==> config.mk <==
export PLATFORM = sky130hd
export DESIGN_NAME = mult_sched
export DESIGN_NICKNAME = d
export VERILOG_FILES = /design/src/rtl/mult_pkg.sv /design/src/rtl/shift_add_core.sv /design/src/rtl/mult_sched.sv
export SDC_FILE = /design/constraint.sdc
export NUM_CORES = 1
export LEC_CHECK = 0
export ABC_AREA = 1
export BUFFER_PORTS_ARGS = -buffer_cell sky130_fd_sc_hd__buf_2
export CORE_UTILIZATION = 40
export DETAILED_ROUTE_END_ITERATION = 10
export GPL_TIMING_DRIVEN = 1
export SLEW_MARGIN = 40
export SYNTH_ARGS = -nofsm -noshare
export SYNTH_HDL_FRONTEND = slang
export SYNTH_SLANG_ARGS = --single-unit
==> constraint.sdc <==
create_clock -name Clk -period 2.89 [get_ports Clk]
set_clock_uncertainty 0.05 [all_clocks]
set_input_delay 0.4335 -clock Clk [delete_from_list [all_inputs] [get_ports Clk]]
set_output_delay 0.4335 -clock Clk [all_outputs]
set_load 0.01 [all_outputs]
==> src/rtl/mult_pkg.sv <==
// Shared types and constants for the two-requester signed multiplier scheduler.
// Latency: n/a (types, constants and pure functions only).
// Backpressure: n/a.
// Contents: state enum, operand width N, requester count NREQ, arbitration helpers.
package mult_pkg;

    localparam int N    = 8;
    localparam int NREQ = 2;

    typedef enum logic [2:0] {
        IDLE,
        LOAD,
        ADD,
        SHIFT,
        DONE
    } state_t;

    // Round-robin pick between two requesters: a lone requester always wins,
    // on a tie the one that was not served last wins.
    function automatic logic rr_pick(input logic [NREQ-1:0] req, input logic last);
        if (req[0] && req[1]) begin
            return ~last;
        end
        return req[1];
    endfunction

    function automatic logic [NREQ-1:0] req_onehot(input logic idx);
        logic [NREQ-1:0] v;
        v      = '0;
        v[idx] = 1'b1;
        return v;
    endfunction

endpackage

==> src/rtl/shift_add_core.sv <==
// Signed shift-add multiplier datapath: 9-bit add/sub into {X,A}, 17-bit {X,A,B} shift register.
// Latency: one strobe per step; product appears in {A,B} after the eighth shift.
// Backpressure: none; acts only on the load/add/sub/shift strobes from the scheduler.
// Ports: Clk, Reset (async active-low), load/add/sub/shift strobes, op_a/op_b capture operands,
//        b_lsb (current multiplier bit), prod_nxt ({A,B} as it will be after the next shift).
module shift_add_core
    import mult_pkg::*;
(
    input  logic           Clk,
    input  logic           Reset,
    input  logic           load,
    input  logic           add,
    input  logic           sub,
    input  logic           shift,
    input  logic [N-1:0]   op_a,
    input  logic [N-1:0]   op_b,
    output logic           b_lsb,
    output logic [2*N-1:0] prod_nxt
);

    logic         x;
    logic [N-1:0] a;
    logic [N-1:0] b;
    logic [N-1:0] s;
    logic [N:0]   sum;

    // Last partial product carries weight -2^7 in two's complement, so it
    // is subtracted instead of added. {x,a} is always a valid sign extension
    // of a at the time an add/sub happens (it follows a shift or a clear).
    assign sum = sub ? ({x, a} - {s[N-1], s}) : ({x, a} + {s[N-1], s});

    always_ff @(posedge Clk or negedge Reset) begin
        if (!Reset) begin
            x <= 1'b0;
            a <= '0;
            b <= '0;
            s <= '0;
        end else if (load) begin
            s <= op_a;
            b <= op_b;
            x <= 1'b0;
            a <= '0;
        end else if (add || sub) begin
            {x, a} <= sum;
        end else if (shift) begin
            // Arithmetic right shift of the 17-bit {x,a,b}: x replicates.
            {x, a, b} <= {x, x, a, b[N-1:1]};
        end
    end

    assign b_lsb    = b[0];
    assign prod_nxt = {x, a, b[N-1:1]};

endmodule

==> src/rtl/mult_sched.sv <==
// Round-robin scheduler sharing one 8x8 signed shift-add multiplier between two requesters.
// Latency: Grant one cycle after capture, Done exactly 17 cycles after Grant.
// Backpressure: Req is a level held until Grant; at most one operation in flight.
// Ports: Clk, Reset (async active-low), Req[1:0], OpA0/OpB0/OpA1/OpB1 signed operands,
//        Grant/Done one-hot pulses, Product (last result, held), Busy, Owner (current/last index).
module mult_sched
    import mult_pkg::*;
(
    input  logic                  Clk,
    input  logic                  Reset,
    input  logic [NREQ-1:0]       Req,
    input  logic signed [N-1:0]   OpA0,
    input  logic signed [N-1:0]   OpB0,
    input  logic signed [N-1:0]   OpA1,
    input  logic signed [N-1:0]   OpB1,
    output logic [NREQ-1:0]       Grant,
    output logic [NREQ-1:0]       Done,
    output logic signed [2*N-1:0] Product,
    output logic                  Busy,
    output logic                  Owner
);

    state_t         state;
    logic [2:0]     cnt;
    logic           last;
    logic           win;
    logic [N-1:0]   cap_a;
    logic [N-1:0]   cap_b;
    logic           ld;
    logic           add;
    logic           sub;
    logic           shift;
    logic           b_lsb;
    logic [2*N-1:0] prod_nxt;

    assign win   = rr_pick(Req, last);
    assign cap_a = win ? OpA1 : OpA0;
    assign cap_b = win ? OpB1 : OpB0;

    assign ld    = (state == IDLE) && (|Req);
    assign add   = (state == ADD) && b_lsb && (cnt != 3'(N-1));
    assign sub   = (state == ADD) && b_lsb && (cnt == 3'(N-1));
    assign shift = (state == SHIFT);

    shift_add_core u_core (
        .Clk      (Clk),
        .Reset    (Reset),
        .load     (ld),
        .add      (add),
        .sub      (sub),
        .shift    (shift),
        .op_a     (cap_a),
        .op_b     (cap_b),
        .b_lsb    (b_lsb),
        .prod_nxt (prod_nxt)
    );

    always_ff @(posedge Clk or negedge Reset) begin
        if (!Reset) begin
            state   <= IDLE;
            cnt     <= '0;
            last    <= 1'b1;
            Owner   <= 1'b0;
            Grant   <= '0;
            Done    <= '0;
            Busy    <= 1'b0;
            Product <= '0;
        end else begin
            Grant <= '0;
            Done  <= '0;
            case (state)
                IDLE: begin
                    if (|Req) begin
                        Owner <= win;
                        cnt   <= '0;
                        Grant <= req_onehot(win);
                        Busy  <= 1'b1;
                        state <= LOAD;
                    end
                end
                LOAD: begin
                    state <= ADD;
                end
                ADD: begin
                    state <= SHIFT;
                end
                SHIFT: begin
                    if (cnt == 3'(N-1)) begin
                        // Take the post-shift value so Product is valid
                        // during the Done pulse itself.
                        Product <= prod_nxt;
                        Done    <= req_onehot(Owner);
                        state   <= DONE;
                    end else begin
                        cnt   <= cnt + 3'd1;
                        state <= ADD;
                    end
                end
                DONE: begin
                    last  <= Owner;
                    Busy  <= 1'b0;
                    state <= IDLE;
                end
                default: begin
                    state <= IDLE;
                end
            endcase
        end
    end

endmodule
==> reports/summary.log, run 1 <==
INFO  outcome        outcome=complete, no violations
INFO  sta            timing.fmax=369MHz
INFO  power_and_ir_drop ir_worst_vdd=382uV
INFO  worst_setup_path worst-endpoint-required=3.05ns
INFO  die            die_w=88.9um
INFO  clock_tree     cts_setup_buffers=0
INFO  final_layout   layout.nets=481
INFO  worst_setup_path crit_path_cell_trace=ha_1 > ha_1 > nand3_2 > inv_2 > or2_2 > xor2_1 > ha_2 > a21oi_1 > or2_2 > nand3_1 > nand2_1 > nand3_1 > nand2_1 > nand2_1 > nand2_1
INFO  global_route   grt_pass1_vias=2,440
INFO  worst_setup_path critical_path.slowest_cell=sky130_fd_sc_hd__dfrtp_1
INFO  power_and_ir_drop power_consumption=4.11mW
INFO  final_layout   layoutNonFillerInstCount=533
INFO  clock_tree     cts_tree=yes
INFO  routing        vias=2,591
INFO  run            cap_violations=0
INFO  power_and_ir_drop power.share.switching=47.4%
INFO  die            floorplan.rows=31
INFO  routing        detail_route.wl_per_cell=12.5um
INFO  clock_tree     clock_path_buffers=2
INFO  final_layout   area.growth.synth_to_final=15.4%
INFO  power_and_ir_drop p_switching=1.95mW
INFO  synthesis      syn-num-nets=422
INFO  global_route   track_usage=18.5%
INFO  power_and_ir_drop p_clk_share=10.6%
INFO  synthesis      post_synth_and_or_nand_nor_area_fraction=22.8%
INFO  synthesis      post_synth_inst_count=374
INFO  final_layout   most-common-layout-cells=sky130_fd_sc_hd__nand2_1 (72), sky130_fd_sc_hd__buf_2 (57), sky130_fd_sc_hd__o21ai_0 (55), sky130_fd_sc_hd__dfrtp_1 (53), sky130_fd_sc_hd__inv_1 (48)
INFO  worst_setup_path crit_path_start=cnt[0]
INFO  global_route   overflow=0
INFO  synthesis      synth_top_family_by_area=simple AND/OR/NAND/NOR gates
INFO  worst_setup_path worst_setup_path_endpoint=u_core.a[5]
INFO  worst_setup_path crit_path_start_kind=flip-flop
INFO  power_and_ir_drop seq_power_share=31.3%
INFO  synthesis      synth.largest_area_cell=sky130_fd_sc_hd__dfrtp_1
INFO  worst_setup_path r2r_end=u_core.a[5]
INFO  worst_setup_path critical_path_depth=15
INFO  sta            period_needed=2.71ns
INFO  synthesis      synth_mux_area_share=0%
INFO  clock_tree     numCtsBuffers=5
INFO  routing        drt_drc_violations_left=0
INFO  routing        drt-total-wl=6.68mm
INFO  sta            relative_slew_margins=58.2%
INFO  synthesis      syn_area_per_cell=8.08um2
INFO  die            initial_core_util=41.5%
INFO  routing        route.antenna.remaining_nets=0
INFO  final_layout   layout.cells.most_common=sky130_fd_sc_hd__nand2_1
INFO  sta            timing_max_transition_violations_final=0
INFO  clock_tree     ctsHtreeMaxLevel=2
INFO  placed_design  detailed_place_hpwl=5.18mm
INFO  sta            report.final.hold_viol_count=0
INFO  final_layout   drive_above_1_share=20.5%
INFO  worst_setup_path worst_r2r_path_cells=15
INFO  routing        detail_route.vias_per_cell=4.86
INFO  placed_design  pre_cts_slack=0.128ns
INFO  placed_design  dp_cells=524
INFO  worst_hold_path hold_path.class=input port to flip-flop
INFO  synthesis      yosysSeqAreaShare=44.7%
INFO  synthesis      synth_xor_area_share=1.74%
INFO  final_layout   multi_input_area=0.00141mm2
INFO  sta            unrepaired_setup_endpoints_after_global_routing=false
INFO  synthesis      synth_cell_types=38
INFO  sta            worstMarginPinSlew=0.624ns
INFO  placed_design  gpl.final_weighted_congestion=0.876
INFO  worst_setup_path critical_path_arrival=2.87ns
INFO  power_and_ir_drop p_per_area=1180mW/mm2
INFO  power_and_ir_drop comb_power_share=58.1%
INFO  final_layout   filler_cell_count=775
INFO  die            fp.coreArea=0.00729mm2
INFO  worst_setup_path timing.rr.start=cnt[0]
INFO  routing        first_pass_iters=4
INFO  worst_setup_path cp_num_buf_inv=1
INFO  power_and_ir_drop power_leakage=1.83nW
INFO  worst_setup_path register_to_register_setup_slack=0.18ns
INFO  sta            whs=0.330ns
INFO  synthesis      synth_compound_area_share=16.8%
INFO  clock_tree     clock_tree.root_cell=sky130_fd_sc_hd__clkbuf_8
INFO  die            die_h=88.9um
INFO  sta            setup_slack=0.179ns
INFO  die            die-area=0.00791mm2
INFO  synthesis      synthesis.yosys.warnings=0
INFO  synthesis      ffs_latches_synth=54
INFO  synthesis      synth-adder-area-share=5.22%
INFO  die            ios=58
INFO  clock_tree     clkLatencyLatePin=0.31ns
INFO  final_layout   antennaDiodeCount=0
INFO  sta            final.period_utilization=93.8%
INFO  worst_setup_path timing.critical_path.mode_cell=sky130_fd_sc_hd__nand2_1
INFO  final_layout   register_area=0.00135mm2
INFO  worst_setup_path cp_max_fo=7
INFO  worst_setup_path end_kind=flip-flop
INFO  routing        drt-initial-drc-count=109
INFO  power_and_ir_drop internal_power=2.16mW
INFO  worst_setup_path timing.setup.critical_path_class=flip-flop to flip-flop
INFO  sta            setup_viols_final=0
INFO  synthesis      synth_largest_type_area_fraction=43.9%
INFO  global_route   maximum_number_of_pins_on_one_net_before_global_route_repair=30
INFO  synthesis      synth.cell_area=0.00302mm2
INFO  synthesis      synth.area.top_cells=sky130_fd_sc_hd__dfrtp_1 (44%), sky130_fd_sc_hd__o21ai_0 (9.1%), sky130_fd_sc_hd__nand2_1 (8.9%)
INFO  clock_tree     worst_setup_hold_path_clk_slew=0.10ns
INFO  worst_setup_path critPathTopFamily=simple AND/OR/NAND/NOR gates
INFO  placed_design  place.port_buffers=57
INFO  clock_tree     clock_sink_count=54
INFO  global_route   antenna_found_initial=0
INFO  worst_setup_path critPathMaxStageDelay=0.40ns
INFO  global_route   global_route_wire_length_before_repair=11.2mm
INFO  sta            fin_tns_setup=0ns
## metrics by stage
stage	area, um2	util, %
after CTS	3480	47.8
after global placement	3390	46.5
after global routing	3490	47.8
final	3490	47.8
after floorplan	3020	-
after detailed placement	3390	46.5
## Yosys cell counts, drive strengths merged
cell type,n
or2,6
xor2,6
dfstp,1
o22ai,8
nand3,22
o21bai,2
nand2,75
a31oi,2
o21ai,63
o21a,1
o221ai,1
a22oi,3
inv,51
o41ai,1
nand3b,1
fa,1
a21oi,10
clkbuf,1
dfrtp,53
nand4,5
nor3,1
ha,11
nor2,41
buf,8
## final cells by class
| type | count | share of cell area, % |
|---|---|---|
| timing repair buffer | 61 | 9.11 |
| sequential | 54 | 38.8 |
| clock inverter | 2 | 0.395 |
| clock buffer | 6 | 2.08 |
| multi-input combinational | 260 | 40.5 |
| tap | 99 | 3.55 |
| inverter | 51 | 5.56 |
## registers in the layout, summed over array words and instances, names as in the netlist
name and flops:
Busy 1, Done 2, Grant 2, Owner 1
Product 16, cnt 3, last 1, state 3
u_core.a 8, u_core.b 8, u_core.s 8, u_core.x 1
## power groups by stage
| stage | sequential [mW] | clock [mW] | combinational (mW) |
|---|---|---|---|
| 3_5_place_dp | 1.30 | 0 | 2.37 |
| 3_3_place_gp | 1.29 | 0 | 2.35 |
| 2_1_floorplan | 1.31 | 0 | 1.80 |
| 5_1_grt | 1.33 | 0.476 | 2.74 |
| 6_report | 1.28 | 0.436 | 2.39 |
| 4_1_cts | 1.29 | 0.447 | 2.38 |
## layer usage
metal	vias up	wire length (um)	GRT usage, %
met2	52	3090	32.3
met5	-	0	0
li1	1346	-	-
met4	0	65	4.47
met1	1187	3320	24.3
met3	6	200	2.77
## tightest hold or removal path: cells and delay by family
family	cells	cell delay [ns]
buf+inv	1	0.07
compound gates	1	0.11
simple gates	1	0.03
## cell families (layout without fill, tap and decap cells)
kind of cell | after synthesis | count (layout)
AND/OR/NAND/NOR | 151 | 151
buffers and inverters | 60 | 120
flip-flops | 54 | 54
XOR/XNOR | 6 | 6
adder cells (fa/ha/maj) | 12 | 12
AO/OA/AOI/OAI | 91 | 91
## timing repair
action,CTS,global route
hold buffers,1,0
endpoints found under the setup margin,0,3
endpoints found under the hold margin,10,0
gates resized for setup,0,2
## how the worst min path moves through the flow
stage	cells past startpoint	from	slack, ns	endpoint
CTS	3	OpA1[4]	0.32	u_core.s[4]
finish	3	OpA1[4]	0.33	u_core.s[4]
floorplan	0	Reset	0.09	Busy
global route	3	OpA1[5]	0.36	u_core.s[5]
detailed placement	1	Reset	0.27	Product[10]
global placement	1	Reset	0.27	Product[10]
Power figures use the tool's default switching activity.
==> inputs of run 2 (changes only) <==
REMOVE_ABC_BUFFERS = 1   (was unset)
==> reports/summary.log, run 2 (same netlist as run 1, synthesis figures left out) <==
INFO  worst_setup_path crit_path_start_kind=flip-flop
INFO  worst_setup_path timing.setup.critical_path_class=flip-flop to flip-flop
INFO  placed_design  place.port_buffers=57 [unchanged]
INFO  die            initial_core_util=41.5% [unchanged]
INFO  run            cap_violations=0 [unchanged]
INFO  sta            setup_slack=0.219ns [+0.0398 ns]
INFO  final_layout   layoutNonFillerInstCount=532 [-0.19%]
INFO  placed_design  detailed_place_hpwl=5.03mm [-2.8%]
INFO  final_layout   number_of_flip_flops_in_the_largest_register=16 [unchanged]
INFO  final_layout   layout.nets=480 [-0.21%]
INFO  clock_tree     cts_hold_buf=0 [-1]
INFO  worst_setup_path cp_num_buf_inv=1 [unchanged]
INFO  clock_tree     clock_path_buffers=2 [unchanged]
INFO  worst_setup_path register_to_register_setup_slack=0.22ns [+0.04 ns]
INFO  global_route   grt_pass1_vias=2,429 [-0.45%]
INFO  power_and_ir_drop p_per_area=1190mW/mm2 [+0.79%]
INFO  die            ios=58 [unchanged]
INFO  routing        vias=2,636 [+1.7%]
INFO  sta            worstMarginPinSlew=0.686ns [+0.0621 ns]
INFO  placed_design  dp_cells=524 [unchanged]
INFO  worst_setup_path cp_max_fo=7 [unchanged]
INFO  worst_setup_path worst-endpoint-required=3.05ns [about the same]
INFO  sta            fin_tns_setup=0ns [unchanged]
INFO  routing        drt-total-wl=6.81mm [+2.1%]
INFO  clock_tree     clock_sink_count=54 [unchanged]
INFO  outcome        outcome=complete, no violations
INFO  worst_setup_path critical_path.slowest_cell=sky130_fd_sc_hd__dfrtp_1
INFO  worst_setup_path timing.critical_path.mode_cell=sky130_fd_sc_hd__nand2_1
INFO  routing        first_pass_iters=4 [unchanged]
INFO  placed_design  pre_cts_slack=0.154ns [+0.0265 ns]
INFO  global_route   global_route_wire_length_before_repair=11.5mm [+3.0%]
INFO  clock_tree     ctsHtreeMaxLevel=2 [unchanged]
INFO  clock_tree     worst_setup_hold_path_clk_slew=0.11ns [about the same]
INFO  power_and_ir_drop internal_power=2.19mW [+1.3%]
INFO  final_layout   most-common-layout-cells=sky130_fd_sc_hd__nand2_1 (72), sky130_fd_sc_hd__buf_2 (57), sky130_fd_sc_hd__o21ai_0 (55), sky130_fd_sc_hd__dfrtp_1 (53), sky130_fd_sc_hd__inv_1 (48)
INFO  final_layout   drive_above_1_share=20.8% [+0.28 points]
INFO  final_layout   layout.cells.most_common=sky130_fd_sc_hd__nand2_1
INFO  final_layout   top_register=Product
INFO  worst_setup_path end_kind=flip-flop
INFO  worst_setup_path critPathTopFamily=simple AND/OR/NAND/NOR gates
INFO  clock_tree     cts_setup_buffers=0 [unchanged]
INFO  worst_setup_path r2r_end=u_core.a[5]
INFO  worst_setup_path worst_r2r_path_cells=15 [unchanged]
INFO  sta            whs=0.184ns [-0.147 ns]
INFO  power_and_ir_drop power_consumption=4.15mW [+1.1%]
INFO  power_and_ir_drop comb_power_share=57.7% [-0.4 points]
INFO  worst_hold_path hold_path.class=input port to async pin
INFO  worst_setup_path critPathMaxStageDelay=0.40ns [about the same]
INFO  sta            setup_viols_final=0 [unchanged]
INFO  sta            final.period_utilization=92.4% [-1.4 points]
INFO  power_and_ir_drop p_clk_share=11.3% [+0.7 points]
INFO  worst_setup_path timing.rr.start=cnt[0]
INFO  placed_design  gpl.final_weighted_congestion=0.891 [+1.7%]
INFO  die            die-area=0.00791mm2 [unchanged]
INFO  power_and_ir_drop power_leakage=1.83nW [-0.12%]
INFO  clock_tree     clock_tree.root_cell=sky130_fd_sc_hd__clkbuf_8
INFO  power_and_ir_drop power.share.switching=47.3% [-0.14 points]
INFO  power_and_ir_drop p_switching=1.96mW [+0.78%]
INFO  die            die_w=88.9um [unchanged]
INFO  clock_tree     numCtsBuffers=5 [unchanged]
INFO  routing        drt-initial-drc-count=128 [+17%]
INFO  routing        detail_route.vias_per_cell=4.95 [+1.9%]
INFO  sta            report.final.hold_viol_count=0 [unchanged]
INFO  sta            unrepaired_setup_endpoints_after_global_routing=false
INFO  sta            timing.fmax=374MHz [+1.5%]
INFO  sta            timing_max_transition_violations_final=0 [unchanged]
INFO  global_route   antenna_found_initial=0 [unchanged]
INFO  die            die_h=88.9um [unchanged]
INFO  final_layout   filler_cell_count=775 [unchanged]
INFO  final_layout   antennaDiodeCount=0 [unchanged]
INFO  global_route   track_usage=19.1% [+0.63 points]
INFO  final_layout   area.growth.synth_to_final=15.7%
INFO  die            floorplan.rows=31 [unchanged]
INFO  sta            period_needed=2.67ns [-0.0398 ns]
INFO  routing        detail_route.wl_per_cell=12.8um [+2.3%]
INFO  global_route   maximum_number_of_pins_on_one_net_before_global_route_repair=55 [+83%]
INFO  power_and_ir_drop ir_worst_vdd=376uV [-1.4%]
INFO  die            fp.coreArea=0.00729mm2 [unchanged]
INFO  routing        drt_drc_violations_left=0 [unchanged]
INFO  sta            relative_slew_margins=54.2% [-4.0 points]
INFO  clock_tree     cts_tree=yes
INFO  global_route   overflow=0 [unchanged]
INFO  clock_tree     post_cts.resized_instances=0 [unchanged]
INFO  routing        route.antenna.remaining_nets=0 [unchanged]
INFO  worst_setup_path critical_path_arrival=2.83ns [-0.04 ns]
INFO  worst_setup_path crit_path_cell_trace=ha_1 > ha_2 > nand3_4 > inv_2 > or2_2 > xor2_1 > ha_1 > a21oi_1 > or2_2 > nand3_1 > nand2_1 > nand3_1 > nand2_1 > nand2_1 > nand2_1
INFO  clock_tree     clkLatencyLatePin=0.32ns [about the same]
INFO  power_and_ir_drop seq_power_share=31.0% [-0.3 points]
==> run 2: power groups by stage <==
stage,registers (mW),clock network (mW),logic (mW)
after floorplan,1.31,0,1.76
after global placement,1.29,0,2.37
after detailed placement,1.30,0,2.40
after CTS,1.29,0.485,2.40
after global routing,1.33,0.512,2.77
final,1.29,0.469,2.40
==> run 2: metal layers <==
metal	wire length (um)	vias up	track usage (%)
met2	2970	56	30.2
met1	3470	1230	27.0
li1	-	1340	-
met3	266	10	3.14
met5	0	-	0
met4	98	0	6.20
==> run 2: worst max path at each step <==
| stage | startpoint | cells after the start | slack, ns | to |
|---|---|---|---|---|
| floorplan | cnt[0] | 15 | 0.33 | u_core.a[5] |
| detailed placement | cnt[0] | 15 | 0.15 | u_core.a[5] |
| global placement | cnt[0] | 15 | 0.21 | u_core.a[5] |
| global route | cnt[0] | 15 | 0.01 | u_core.a[5] |
| finish | cnt[0] | 15 | 0.22 | u_core.a[5] |
| CTS | cnt[0] | 15 | 0.13 | u_core.a[5] |
==> run 2: through the flow <==
step / util, % / area [um2]
final: 48.0 / 3500
after global routing: 48.0 / 3500
after CTS: 47.8 / 3490
after detailed placement: 46.5 / 3390
after global placement: 46.5 / 3390
after floorplan: - / 2960
==> run 2: area by class of cell <==
class                   count  area, um2  area share (%)
clock buffers               6       82.6            2.36
well taps                  99        124            3.54
multi-input cells         260       1420            40.6
repair buffers             60        308            8.80
clock inverters             2       16.3           0.465
flip-flops and latches     54       1350            38.7
inverters                  51        194            5.55
==> run 2: worst reg2reg max path: cells and delay by family (launching register included) <==
kind                     cells  cell delay (ns)
AND/OR/NAND/NOR              9             1.00
buffers and inverters        1             0.07
XOR/XNOR                     1             0.15
flip-flops                   1             0.40
adder cells (fa/ha/maj)      3             0.78
AO/OA/AOI/OAI                1             0.11
